## src/rtl/zet_rep_pkg.sv

```systemverilog
// Shared types and constants for the string-instruction repeat sequencer.
package zet_rep_pkg;

    localparam int unsigned OP_W   = 7;
    localparam int unsigned RSN_W  = 2;
    localparam int unsigned POLL_W = 8;

    typedef enum logic [2:0] {
        IDLE,
        CHECK,
        ITER,
        WAIT,
        DONE
    } state_t;

    localparam logic [RSN_W-1:0] RSN_SINGLE = 2'd0;
    localparam logic [RSN_W-1:0] RSN_CNT0   = 2'd1;
    localparam logic [RSN_W-1:0] RSN_ZF     = 2'd2;
    localparam logic [RSN_W-1:0] RSN_INT    = 2'd3;

    // Opcode bits [7:1] of the repeatable string instructions.
    localparam logic [OP_W-1:0] OP_MOVS = 7'b1010010;
    localparam logic [OP_W-1:0] OP_CMPS = 7'b1010011;
    localparam logic [OP_W-1:0] OP_STOS = 7'b1010101;
    localparam logic [OP_W-1:0] OP_INS  = 7'b0110110;
    localparam logic [OP_W-1:0] OP_OUTS = 7'b0110111;
    localparam logic [OP_W-1:0] OP_LODS = 7'b1010110;
    localparam logic [OP_W-1:0] OP_SCAS = 7'b1010111;

endpackage

```

## src/rtl/zet_rep_decode.sv

```systemverilog
// Combinational decode of prefix/opcode: repeat mode, compare class and ZF exit test.
module zet_rep_decode
    import zet_rep_pkg::*;
(
    input  logic [1:0] prefix,
    input  logic [7:1] opcode,
    input  logic       zf,
    output logic       valid_ops_c,
    output logic       cmp_sca_c,
    output logic       rep_mode_c,
    output logic       exit_z_c
);

    always_comb begin
        valid_ops_c = 1'b0;
        case (opcode)
            OP_MOVS, OP_CMPS, OP_STOS, OP_INS,
            OP_OUTS, OP_LODS, OP_SCAS: valid_ops_c = 1'b1;
            default:                   valid_ops_c = 1'b0;
        endcase
    end

    assign cmp_sca_c  = opcode[7] & opcode[2] & opcode[1];
    assign rep_mode_c = prefix[1] & valid_ops_c;
    // REPZ stops on a mismatch (zf=0), REPNZ stops on a match (zf=1).
    assign exit_z_c   = cmp_sca_c & (prefix[0] ? ~zf : zf);

endmodule

```

## src/rtl/zet_rep_sequencer.sv

```systemverilog
// Iteration controller for (REP-prefixed) string instructions between fetch and exec.
module zet_rep_sequencer
    import zet_rep_pkg::*;
#(
    parameter int unsigned CNT_W    = 16,
    parameter int unsigned INT_POLL = 1
) (
    input  logic             clk,
    input  logic             rst,
    input  logic             start,
    input  logic [1:0]       prefix,
    input  logic [7:1]       opcode,
    input  logic [CNT_W-1:0] cnt_in,
    input  logic             iter_done,
    input  logic             zf,
    input  logic             ext_int,
    output logic             busy,
    output logic             iter_go,
    output logic [CNT_W-1:0] cnt_q,
    output logic             done,
    output logic [1:0]       exit_rsn,
    output logic             use_eintp
);

    localparam logic [POLL_W-1:0] POLL_LAST = POLL_W'(INT_POLL - 1);

    state_t            state, state_d;
    logic [1:0]        prefix_q;
    logic [7:1]        opcode_q;
    logic [POLL_W-1:0] poll_q, poll_d;
    logic [CNT_W-1:0]  cnt_d;
    logic [1:0]        exit_rsn_d;
    logic              use_eintp_d;
    logic              load;

    logic [1:0]        dec_prefix;
    logic [7:1]        dec_opcode;
    logic              valid_ops_c, cmp_sca_c, rep_mode_c, exit_z_c;

    // In IDLE the decision must come from the live inputs; afterwards from the latched copy.
    assign dec_prefix = (state == IDLE) ? prefix : prefix_q;
    assign dec_opcode = (state == IDLE) ? opcode : opcode_q;

    zet_rep_decode u_decode (
        .prefix      (dec_prefix),
        .opcode      (dec_opcode),
        .zf          (zf),
        .valid_ops_c (valid_ops_c),
        .cmp_sca_c   (cmp_sca_c),
        .rep_mode_c  (rep_mode_c),
        .exit_z_c    (exit_z_c)
    );

    // Next-state and next-output logic.
    always_comb begin
        state_d    = state;
        cnt_d      = cnt_q;
        poll_d     = poll_q;
        exit_rsn_d = exit_rsn;
        load       = 1'b0;
        case (state)
            IDLE: begin
                if (start) begin
                    load    = 1'b1;
                    cnt_d   = cnt_in;
                    poll_d  = '0;
                    state_d = rep_mode_c ? CHECK : ITER;
                end
            end
            CHECK: begin
                if (cnt_q == '0) begin
                    state_d    = DONE;
                    exit_rsn_d = RSN_CNT0;
                end else if (ext_int && (poll_q == '0)) begin
                    state_d    = DONE;
                    exit_rsn_d = RSN_INT;
                end else begin
                    state_d = ITER;
                end
            end
            ITER: state_d = WAIT;
            WAIT: begin
                if (iter_done) begin
                    if (!rep_mode_c) begin
                        state_d    = DONE;
                        exit_rsn_d = RSN_SINGLE;
                    end else begin
                        cnt_d  = cnt_q - CNT_W'(1);
                        poll_d = (poll_q == POLL_LAST) ? '0 : poll_q + POLL_W'(1);
                        if (exit_z_c) begin
                            state_d    = DONE;
                            exit_rsn_d = RSN_ZF;
                        end else begin
                            state_d = CHECK;
                        end
                    end
                end
            end
            DONE:    state_d = IDLE;
            default: state_d = IDLE;
        endcase
        use_eintp_d = (state_d == DONE) ? (exit_rsn_d == RSN_INT) : use_eintp;
    end

    // State and registered outputs.
    always_ff @(posedge clk or posedge rst) begin
        if (rst) begin
            state     <= IDLE;
            prefix_q  <= '0;
            opcode_q  <= '0;
            poll_q    <= '0;
            cnt_q     <= '0;
            busy      <= 1'b0;
            iter_go   <= 1'b0;
            done      <= 1'b0;
            exit_rsn  <= RSN_SINGLE;
            use_eintp <= 1'b0;
        end else begin
            state     <= state_d;
            poll_q    <= poll_d;
            cnt_q     <= cnt_d;
            busy      <= (state_d != IDLE);
            iter_go   <= (state_d == ITER);
            done      <= (state_d == DONE);
            exit_rsn  <= exit_rsn_d;
            use_eintp <= use_eintp_d;
            if (load) begin
                prefix_q <= prefix;
                opcode_q <= opcode;
            end
        end
    end

endmodule
```

## config.mk

```make
export PLATFORM = sky130hd
export DESIGN_NAME = zet_rep_sequencer
export DESIGN_NICKNAME = d
export VERILOG_FILES = /design/src/rtl/zet_rep_pkg.sv /design/src/rtl/zet_rep_decode.sv /design/src/rtl/zet_rep_sequencer.sv
export SDC_FILE = /design/constraint.sdc
export NUM_CORES = 1
export LEC_CHECK = 0
export BUFFER_PORTS_ARGS = -buffer_cell sky130_fd_sc_hd__buf_2
export CORE_MARGIN = 2
export CORE_UTILIZATION = 49
export CTS_CLUSTER_SIZE = 40
export DETAILED_ROUTE_END_ITERATION = 8
export GPL_ROUTABILITY_DRIVEN = 0
export PLACE_DENSITY = 0.73
export REMOVE_ABC_BUFFERS = 1
export SLEW_MARGIN = 20
export SYNTH_ARGS = -nofsm -noshare
export SYNTH_HDL_FRONTEND = slang
export SYNTH_SLANG_ARGS = --single-unit
export TNS_END_PERCENT = 1
```

## constraint.sdc

```tcl
create_clock -name clk -period 2.8 [get_ports clk]
set_input_delay 0.28 -clock clk [delete_from_list [all_inputs] [get_ports clk]]
set_output_delay 0.28 -clock clk [all_outputs]
set_load 0.02 [all_outputs]
```

## Word-level counts from Yosys, hierarchy flattened

Cells that the tools add are included.

| storage, ports and cells | value |
|---|---|
| input port bits | 31 |
| output and inout bits | 22 |
| flip-flop bits (word level) | 42 |
| logic and storage cells | 70 |

| operators by class | value |
|---|---|
| equal/unequal tests | 16 |
| reductions and logical operators | 8 |
| muxes and demuxes | 29 |
| bitwise gates (word level) | 5 |
| $add $sub $neg | 2 |

Operators by type and width:

| operator | count |
|---|---|
| two-way mux 16 bit | 3 |
| equality test 7 bit (second input constant) | 5 |
| two-way mux 8 bit | 4 |
| case mux 16 bit (2 select lines) | 1 |
| two-way mux 3 bit | 6 |
| zero test 16 bit | 1 |
| case mux 8 bit (2 select lines) | 1 |
| subtractor 16 x 1 -> 16 bit (second input constant) | 1 |
| equality test 7 x 6 -> 1 bit (second input constant) | 2 |
| two-way mux 2 bit | 7 |
| case mux 3 bit (4 select lines) | 1 |
| equality test 3 x 2 -> 1 bit (second input constant) | 3 |
| adder 8 x 1 -> 8 bit (second input constant) | 1 |
| zero test 8 bit | 1 |
| two-way mux 7 bit | 1 |
| OR reduction 7 bit | 1 |
| != test 2 bit (second input constant) | 3 |
| bitwise AND 1 bit | 4 |
| two-way mux 1 bit | 4 |
| case mux 2 bit (2 select lines) | 1 |
| AND reduction 4 bit | 1 |
| equality test 3 x 1 -> 1 bit (second input constant) | 1 |
| equality test 3 bit (second input constant) | 1 |
| zero test 3 bit | 1 |
| 5 further kinds | 5 |

## Longest topological paths before layout

Gate-level depths: netlist of run 1.

| logic depth | value |
|---|---|
| depth in word-level cells | 10 |
| gate-level depth with buffers | 8 |
| depth with buffers taken out | 8 |

## By module

From an unflattened synthesis of run 1, not the netlist that was laid out.

| second synthesis, totals | value |
|---|---|
| cell total of the unflattened synthesis | 265 |
| area, all modules | 2547.4 sq um |

By module, submodules not included:

| module | cells each | instances | area an instance (sq um) | sequential area each (sq um) |
|---|---|---|---|---|
| zet_rep_sequencer | 254 | 1 | 2464.9 | 1051.0 |
| zet_rep_decode | 11 | 1 | 82.6 | 0.0 |

## Least setup slack after synthesis of run 1

No wires, ideal clock.

| path | value |
|---|---|
| path kind | reg-to-reg |
| start point | register cnt_q[6] |
| end point | register use_eintp |
| required time | 2.678 ns |
| buffers on the path | 0 |
| slack | 0.570 ns |
| library setup time | 0.122 ns |
| arrival | 2.108 ns |
| cell stages (with the launch flop) | 6 |
| cells stage by stage | dfrtp_1 -> or3_4 -> or4_4 -> or3_4 -> o21a_1 -> a32o_1 |

| between the ends | value |
|---|---|
| word-level cells in the longest chain between the ends | 4 |
| elaborated cells on any way between the ends | 7 |
| classes of those cells | 2 x eq/ne; 4 x mux; 1 x reduce/logical |

Ends and longest elaborated chain:

| what | RTL line | RTL |
|---|---|---|
| from (decl) | zet_rep_sequencer.sv:19 | `output logic [CNT_W-1:0] cnt_q,` |
| from (signal assigned) | zet_rep_sequencer.sv:121 | `cnt_q <= cnt_d;` |
| zero test 16 bit (*) | zet_rep_sequencer.sv:71 | `if (cnt_q == '0) begin` |
| two-way mux 3 bit / two-way mux 2 bit (equally long branches) | zet_rep_sequencer.sv:71 |  |
| case mux 3 bit (4 select lines) / case mux 2 bit (2 select lines) (equally long branches) | zet_rep_sequencer.sv:61 | `case (state)` |
| equality test 3 bit / equality test 2 bit (equally long branches) | zet_rep_sequencer.sv:102 | `use_eintp_d = (state_d == DONE) ? (exit_rsn_d == RSN_INT) : use_eintp;` |
| to (signal assigned) | zet_rep_sequencer.sv:126 | `use_eintp <= use_eintp_d;` |
| to (decl) | zet_rep_sequencer.sv:22 | `output logic use_eintp` |

Mark *: on every way between the ends. The rest lies on a longest branch, timed or not.
A chain may end at the register's enable or synchronous reset.

## Final worst setup path of run 1

| path | value |
|---|---|
| start point | register cnt_q[6] |
| end point | register cnt_q[14] |

| between the ends | value |
|---|---|
| word-level cells in the longest chain between the ends | 4 |

Ends and longest elaborated chain:

| what | RTL line | RTL |
|---|---|---|
| subtractor 16 x 1 -> 16 bit | zet_rep_sequencer.sv:88 | `cnt_d = cnt_q - CNT_W'(1);` |
| two-way mux 16 bit | zet_rep_sequencer.sv:84 | `if (!rep_mode_c) begin` |
| two-way mux 16 bit | zet_rep_sequencer.sv:83 | `if (iter_done) begin` |
| case mux 16 bit (2 select lines) | zet_rep_sequencer.sv:61 |  |

No other way between the ends. The select of a mux whose other input is x is not followed.

==> out/qor_table.md, run 1 <==
| Item | Value |
| --- | --- |
| Cell Rows | 25 |
| Setup violation total in the final timing report | 0 |
| Critical Path, Cell by Cell | or3_4 > or4_4 > or3_4 > o21ai_0 > nand2b_1 > o2bb2ai_1 |
| Number of detailed-route iterations in the first pass | 4 |
| Total power per unit cell area | 989 nW/um^2 |
| Dominant cells by area after synthesis | sky130_fd_sc_hd__dfrtp_1 44%, sky130_fd_sc_hd__o21ai_0 8.2%, sky130_fd_sc_hd__nand2_1 6.3% |
| Post-DR vias/cell | 5.73 |
| Yosys warns | 0 |
| Biggest fanout along the worst timing path | 7 |
| Delay of the slowest critical-path stage | 0.48 ns |
| Area growth from synthesis to layout | 16.8% |
| Floorplan core area | 4690 sq um |
| Root buf cell | sky130_fd_sc_hd__clkbuf_8 |
| Result of the run | completed |
| Number of clock buffers inserted by TritonCTS | 5 |
| Most frequent cell on the critical path | sky130_fd_sc_hd__or3_4 |
| Max-cap viol count | 0 |
| Combinational Power Share | 46.2% |
| CP Buf/Inv Count | 0 |
| Final non-filler cell total | 383 |
| Sum of net half-perimeters after detailed placement | 4020 um |
| Clock tree skew after final layout | 0.00724 ns |
| Prevailing post-synth register cell | sky130_fd_sc_hd__dfrtp_1 |
| Combined area of all synthesized cells | 2370 sq um |
| GRT Total Usage | 22.6% |
| Fmax | 0.435 GHz |
| Worst skew pair latency | 0.30 ns |
| Pin slew with the least headroom to its limit | 0.784 ns |
| Antenna cells | 0 |
| Number of antenna violations at the first check in global routing | 0 |
| Global route total overflow | 0 |
| Post-route fraction of the period consumed by the critical path | 82.0% |
| Async set or reset register ratio after synthesis | 100% |
| Post-synth cell types | 48 |
| Cell with the largest stage delay on the worst path | sky130_fd_sc_hd__or4_4 |
| Fin Hold WS | 0.107 ns |
| Instance count of the mapped netlist | 279 |
| H-tree Lvls | 2 |
| Critical Path Start Type | register |
| Sequential cell area fraction in the yosys report | 44.4% |
| Clock transition at the registers of the reported paths | 0.08 ns |
| Initial cell density of the core | 50.5% |
| Reg power frac | 39.0% |
| Post-CTS Setup Inserts | 0 |
| Count of antenna-violating nets left after detailed routing | 0 |
| Final-layout setup total negative slack | 0 ns |
| Number of vias in the routed layout | 2,194 |
| Pin count of the biggest net entering global routing | 43 |
| Share of total power consumed by net switching | 45.4% |
| Post-layout minimum cycle time | 2.30 ns |
| Final-stage net count | 362 |
| RSZ-0062 raised after global routing | no |
| Final slew viol count | 0 |
| Top cell type by total area after synthesis | sky130_fd_sc_hd__dfrtp_1 |
| Required time of the critical path | 2.98 ns |
| Count of unresolved DRC violations after routing | 0 |
| Sink Count | 42 |
| CTS Hold Bufs | 0 |
| Worst setup path class | register to register |
| First-pass GRT wire length | 9620 um |
| CTS tree | done |
| WP data arrival | 2.48 ns |
| Net load switching power | 0.00124 W |
| Setup crit end kind | register |
| Class of the tightest hold or removal check | primary input to async pin |
| Number of synthesized flops with an enable pin | 0 |
| Post-Route WL | 5630 um |
| Vert. Die Dim | 73.5 um |
| Internal Dissipation | 0.00149 W |
| Leakage | 1.28 nW |
| Avg Inst Size Synth | 8.48 sq um |
| Wirelength per Cell | 14.7 um |
| Resize count post-CTS | 0 |
| DP Cell Count | 375 |
| Portion of total power attributed to the clock network | 14.9% |
| Cell family contributing the most delay on the critical path | simple AND/OR/NAND/NOR gates |
| Filler Cells Inserted | 435 |
| Number of global-route vias before repair | 2,130 |
| Width of the die | 73.5 um |
| Portion of synthesized cell area occupied by the leading cell type | 44.4% |
| Total design power | 0.00273 W |
| Number of hold-slack violations in the final timing report | 0 |
| Count of pins on the block boundary | 53 |
| Fraction of final layout cells with drive strength greater than 1 | 21.9% |
| Area of the die | 5400 sq um |
| Number of buffers on the longest clock path | 2 |
| Buffers added on ports | 52 |
| First-iteration detailed-routing DRC count | 154 |
| Worst vdd ir | 0.469 mV |
| Number of synthesized register bits | 42 |
| Slew Limit Headroom | 47.8% |
==> layout by cell type (no fill, tap or decap), drive strengths merged, types with 3 or more instances in the layout <==
cell,instances
clkbuf,7
and2,4
dfrtp,42
nand3,4
buf,56
a21oi,18
nor4,8
inv,13
o22ai,4
or3,5
nand2b,5
nor2b,6
and3,6
o21ai,39
o31ai,4
nor3,9
a31oi,5
nor2,20
ha,3
nand2,40
==> cell type report <==
cell class	instances	area (sq um)	area share (%)
Multi-Input combinational cell	210	1210	44.0
Sequential cell	42	1050	38.0
Timing Repair Buffer	56	290	10.5
Clock buffer	7	86.3	3.12
Tap cell	54	67.6	2.44
Inverter	13	48.8	1.77
Clock inverter	1	5.00	0.181
==> registers in the layout, indices dropped and copies added, names as in the netlist <==
name / count
cnt_q: 16
poll_q: 8
opcode_q: 7
state: 3
exit_rsn: 2
prefix_q: 2
busy: 1
done: 1
iter_go: 1
use_eintp: 1
==> path summary, 6_finish.rpt <==
check | cells after the start | slack [ns] | to | from
worst max register to register | 6 | 0.50 | cnt_q[14] | cnt_q[6]
worst min-delay path | 3 | 0.11 | exit_rsn[0] | rst
max in group asynchronous | 3 | 2.33 | cnt_q[1] | rst
worst max-delay path | 6 | 0.50 | cnt_q[14] | cnt_q[6]
worst min register to register | 2 | 0.48 | prefix_q[0] | prefix_q[0]
min in group clk | 3 | 0.19 | prefix_q[0] | prefix[0]
==> cell families after synthesis <==
| group | count (synthesis) | share of synthesized area (%) |
|---|---|---|
| mux | 1 | 0.423 |
| compound gates | 88 | 23.0 |
| flops | 42 | 44.4 |
| fa+ha+maj | 3 | 1.59 |
| buf+inv | 27 | 4.28 |
| simple gates | 117 | 25.9 |
| xor+xnor | 1 | 0.370 |
==> cell usage after synthesis (all sizes together), types with 2 or more instances <==
master / n
a21oi: 18
a22o: 2
a22oi: 2
a31oi: 5
and2: 4
and3: 6
buf: 2
clkbuf: 12
dfrtp: 42
ha: 3
inv: 13
nand2: 40
nand2b: 5
nand3: 4
nand3b: 2
nor2: 20
nor2b: 6
nor3: 9
nor4: 8
o21a: 2
o21ai: 39
o22ai: 4
o31ai: 4
or2: 2
or3: 5
==> tightest hold or removal path, stage by stage <==
cell                    delay, ns
sky130_fd_sc_hd__buf_2       0.09
sky130_fd_sc_hd__inv_1       0.04
sky130_fd_sc_hd__buf_4       0.45
==> power by group through the flow <==
stage	Sequential, W	Clock [W]	Combinational [W]
5_1_grt	0.00110	0.000431	0.00141
3_3_place_gp	0.00107	0	0.00124
6_report	0.00107	0.000406	0.00126
3_5_place_dp	0.00107	0	0.00126
2_1_floorplan	0.00121	0	0.000705
4_1_cts	0.00106	0.000414	0.00126
==> per-stage QoR <==
step	setup WS [ns]	cell area (sq um)	utilization (%)
global route	0.281	2760	58.9
finish	0.503	2760	58.9
detailed placement	0.506	2670	57.0
CTS	0.489	2760	58.9
floorplan	0.0846	2310	-
global placement	0.563	2670	57.0
==> routing by layer <==
metal	share of wire [%]	GRT usage [%]	routed length (um)
met4	1.0	7.88	59
met1	49	31.8	2770
met2	45	34.8	2530
met5	0	0	0
met3	4.9	4.66	273
Power figures use the tool's default switching activity.
==> run 2: changes to the inputs <==
Settings changed: PLACE_DENSITY 0.73 to 0.76.
Clock period 2.8 ns to 1.88 ns, I/O delays scaled along.
==> run 2 against run 1 <==
Wire length up 9.6%. Final cell count rose by 9.9%. Worst setup slack worse by 0.74 ns. Die area stayed put. Clock power grew 47%. The flow now finishes with violations (setup timing).
==> out/qor_table.md, run 2 (synthesis results as in run 1) <==
| Item | Value | Delta |
| --- | --- | --- |
| Buffers added on ports | 52 | unchanged |
| Total non-filler cell area in the finished layout | 3140 sq um | was 2760 sq um |
| Post-layout minimum cycle time | 2.12 ns | was 2.30 ns |
| Worst vdd ir | 0.727 mV | was 0.469 mV |
| H-tree Lvls | 2 | unchanged |
| Placed Instance Area | 2950 sq um | was 2670 sq um |
| Count of unresolved DRC violations after routing | 0 | unchanged |
| Number of antenna violations at the first check in global routing | 0 | unchanged |
| Class of the tightest hold or removal check | primary input to async pin | unchanged |
| Count of antenna-violating nets left after detailed routing | 0 | unchanged |
| Place WS | -0.294 ns | was 0.506 ns |
| Number of global-route vias before repair | 2,228 | was 2,130 |
| Antenna cells | 0 | unchanged |
| Final slew viol count | 0 | unchanged |
| Post-Route WL | 6170 um | was 5630 um |
| Cell Rows | 25 | unchanged |
| Worst setup path class | register to register | unchanged |
| RSZ-0062 raised after global routing | yes | was no |
| Count of pins on the block boundary | 53 | unchanged |
| Fmax | 0.473 GHz | was 0.435 GHz |
| Max reg flops | 16 | unchanged |
| Sum of net half-perimeters after detailed placement | 4450 um | was 4020 um |
| Number of detailed-route iterations in the first pass | 4 | unchanged |
| Post-DR vias/cell | 5.76 | was 5.73 |
| Result of the run | complete, but fails checks | was completed |
| Leakage | 1.50 nW | was 1.28 nW |
| Critical Path Start Type | register | unchanged |
| Footprint of the multi-input gates | 1290 sq um | was 1210 sq um |
| Final-stage net count | 400 | was 362 |
| Clock tree skew after final layout | 0.00837 ns | was 0.00724 ns |
| Number of buffers on the longest clock path | 2 | unchanged |
| Global route total overflow | 0 | unchanged |
| GRT Total Usage | 24.6% | was 22.6% |
| Total power per unit cell area | 1450 nW/um^2 | was 989 nW/um^2 |
| Area growth from synthesis to layout | 32.6% | was 16.8% |
| Biggest fanout along the worst timing path | 4 | was 7 |
| Number of hold-slack violations in the final timing report | 0 | unchanged |
| Fraction of final layout cells with drive strength greater than 1 | 33.2% | was 21.9% |
| Fin Hold WS | 0.00350 ns | was 0.107 ns |
| Worst reg-to-reg path cell count | 5 | was 6 |
| Required time of the critical path | 2.06 ns | was 2.98 ns |
| Area used by sequential logic in the layout | 1050 sq um | unchanged |
| CTS Hold Bufs | 0 | unchanged |
| Clock transition at the registers of the reported paths | 0.08 ns | about the same |
| Post-route fraction of the period consumed by the critical path | 113% | was 82.0% |
| Largest regs | cnt_q (16), poll_q (8), opcode_q (7) | unchanged |
| Width of the die | 73.5 um | unchanged |
| Sink Count | 42 | unchanged |
| WP data arrival | 2.30 ns | was 2.48 ns |
| CTS tree | done | unchanged |
| Initial cell density of the core | 50.5% | unchanged |
| First-iteration detailed-routing DRC count | 229 | was 154 |
| Slew Limit Headroom | 64.6% | was 47.8% |
| Setup WS post-layout | -0.236 ns | was 0.503 ns |
| Commonest cells after routing, fill and taps aside | 52 x sky130_fd_sc_hd__buf_2, 42 x sky130_fd_sc_hd__dfrtp_1, 41 x sky130_fd_sc_hd__buf_4, 40 x sky130_fd_sc_hd__nand2_1, 21 x sky130_fd_sc_hd__o21ai_0 | was 52 x sky130_fd_sc_hd__buf_2, 42 x sky130_fd_sc_hd__dfrtp_1, 40 x sky130_fd_sc_hd__nand2_1, 39 x sky130_fd_sc_hd__o21ai_0, 20 x sky130_fd_sc_hd__nor2_1 |
| Pin slew with the least headroom to its limit | 0.531 ns | was 0.784 ns |
| First-pass GRT wire length | 10,400 um | was 9620 um |
| Max-cap viol count | 0 | unchanged |
| Pin count of the biggest net entering global routing | 43 | unchanged |
| Root buf cell | sky130_fd_sc_hd__clkbuf_8 | unchanged |
| Worst skew pair latency | 0.30 ns | about the same |
| Number of clock buffers inserted by TritonCTS | 5 | unchanged |
| Register with the most flip-flops | cnt_q | unchanged |
| Area of the die | 5400 sq um | unchanged |
| Number of vias in the routed layout | 2,423 | was 2,194 |
| Violated checks | setup timing |  |
| Setup violation total in the final timing report | 8 | was 0 |
| Vert. Die Dim | 73.5 um | unchanged |
| Most common cell after layout, fill and taps aside | sky130_fd_sc_hd__buf_2 | unchanged |
| Wirelength per Cell | 14.7 um | about the same |
| Floorplan core area | 4690 sq um | unchanged |
| Filler Cells Inserted | 384 | was 435 |
| Setup crit end kind | register | unchanged |
[run 2: per-stage QoR]
stage          total power, W  instances  setup TNS (ns)  util (%)
4_1_cts               0.00449        420           -1.61      65.5
3_3_place_gp          0.00381        410           -1.79      62.8
5_1_grt               0.00490        421           -2.76      66.9
2_1_floorplan         0.00285        265          -19.79         -
6_report              0.00455        421          -0.961      66.9
3_5_place_dp          0.00387        410           -3.08      62.8
[run 2: per-layer routing]
layer	routed length [um]	vias to the layer above	share of wire, %	GRT usage, %
met1	2810	1170	46	34.6
met5	0	-	0	0
li1	-	1168	-	-
met4	91	0	1.5	6.67
met2	2930	76	47	39.1
met3	335	9	5.4	4.53
[run 2: critical path, cell delays in order (launching register included)]
cell and delay [ns]:
sky130_fd_sc_hd__dfrtp_1 0.38, sky130_fd_sc_hd__or3_4 0.39, sky130_fd_sc_hd__or4_4 0.48, sky130_fd_sc_hd__or3_4 0.38, sky130_fd_sc_hd__o21a_1 0.20, sky130_fd_sc_hd__a32o_1 0.19
[run 2: where the power goes]
group          internal (W)  leakage (nW)  switching, W  total [W]
sequential          0.00124         0.535      0.000245    0.00149
clock              0.000296        0.0482      0.000300   0.000596
combinational       0.00103         0.917       0.00143    0.00246
total               0.00257          1.50       0.00198    0.00455
[run 2: what timing repair did]
action                     in CTS  in global routing
setup endpoints to repair      20                 32
resized for setup               8                 27
buffers inserted                2                  1
pin swaps                       5                  4
[run 2: final cells by class]
type                       instances  share of cell area [%]
timing repair buffer              94                    18.7
inverter                          13                    1.55
sequential                        42                    33.5
clock inverter                     1                   0.159
multi-input combinational        210                    41.2
clock buffer                       7                    2.75
tap                               54                    2.15
[run 2: worst paths after layout]
check	from	end	slack (ns)
min reg2reg	prefix_q[1]	prefix_q[1]	0.48
max reg2reg	cnt_q[6]	use_eintp	-0.24
max	cnt_q[6]	use_eintp	-0.24
min in group clk	prefix[1]	prefix_q[1]	0.10
max in group asynchronous	rst	opcode_q[4]	1.50
min	rst	poll_q[0]	0.004
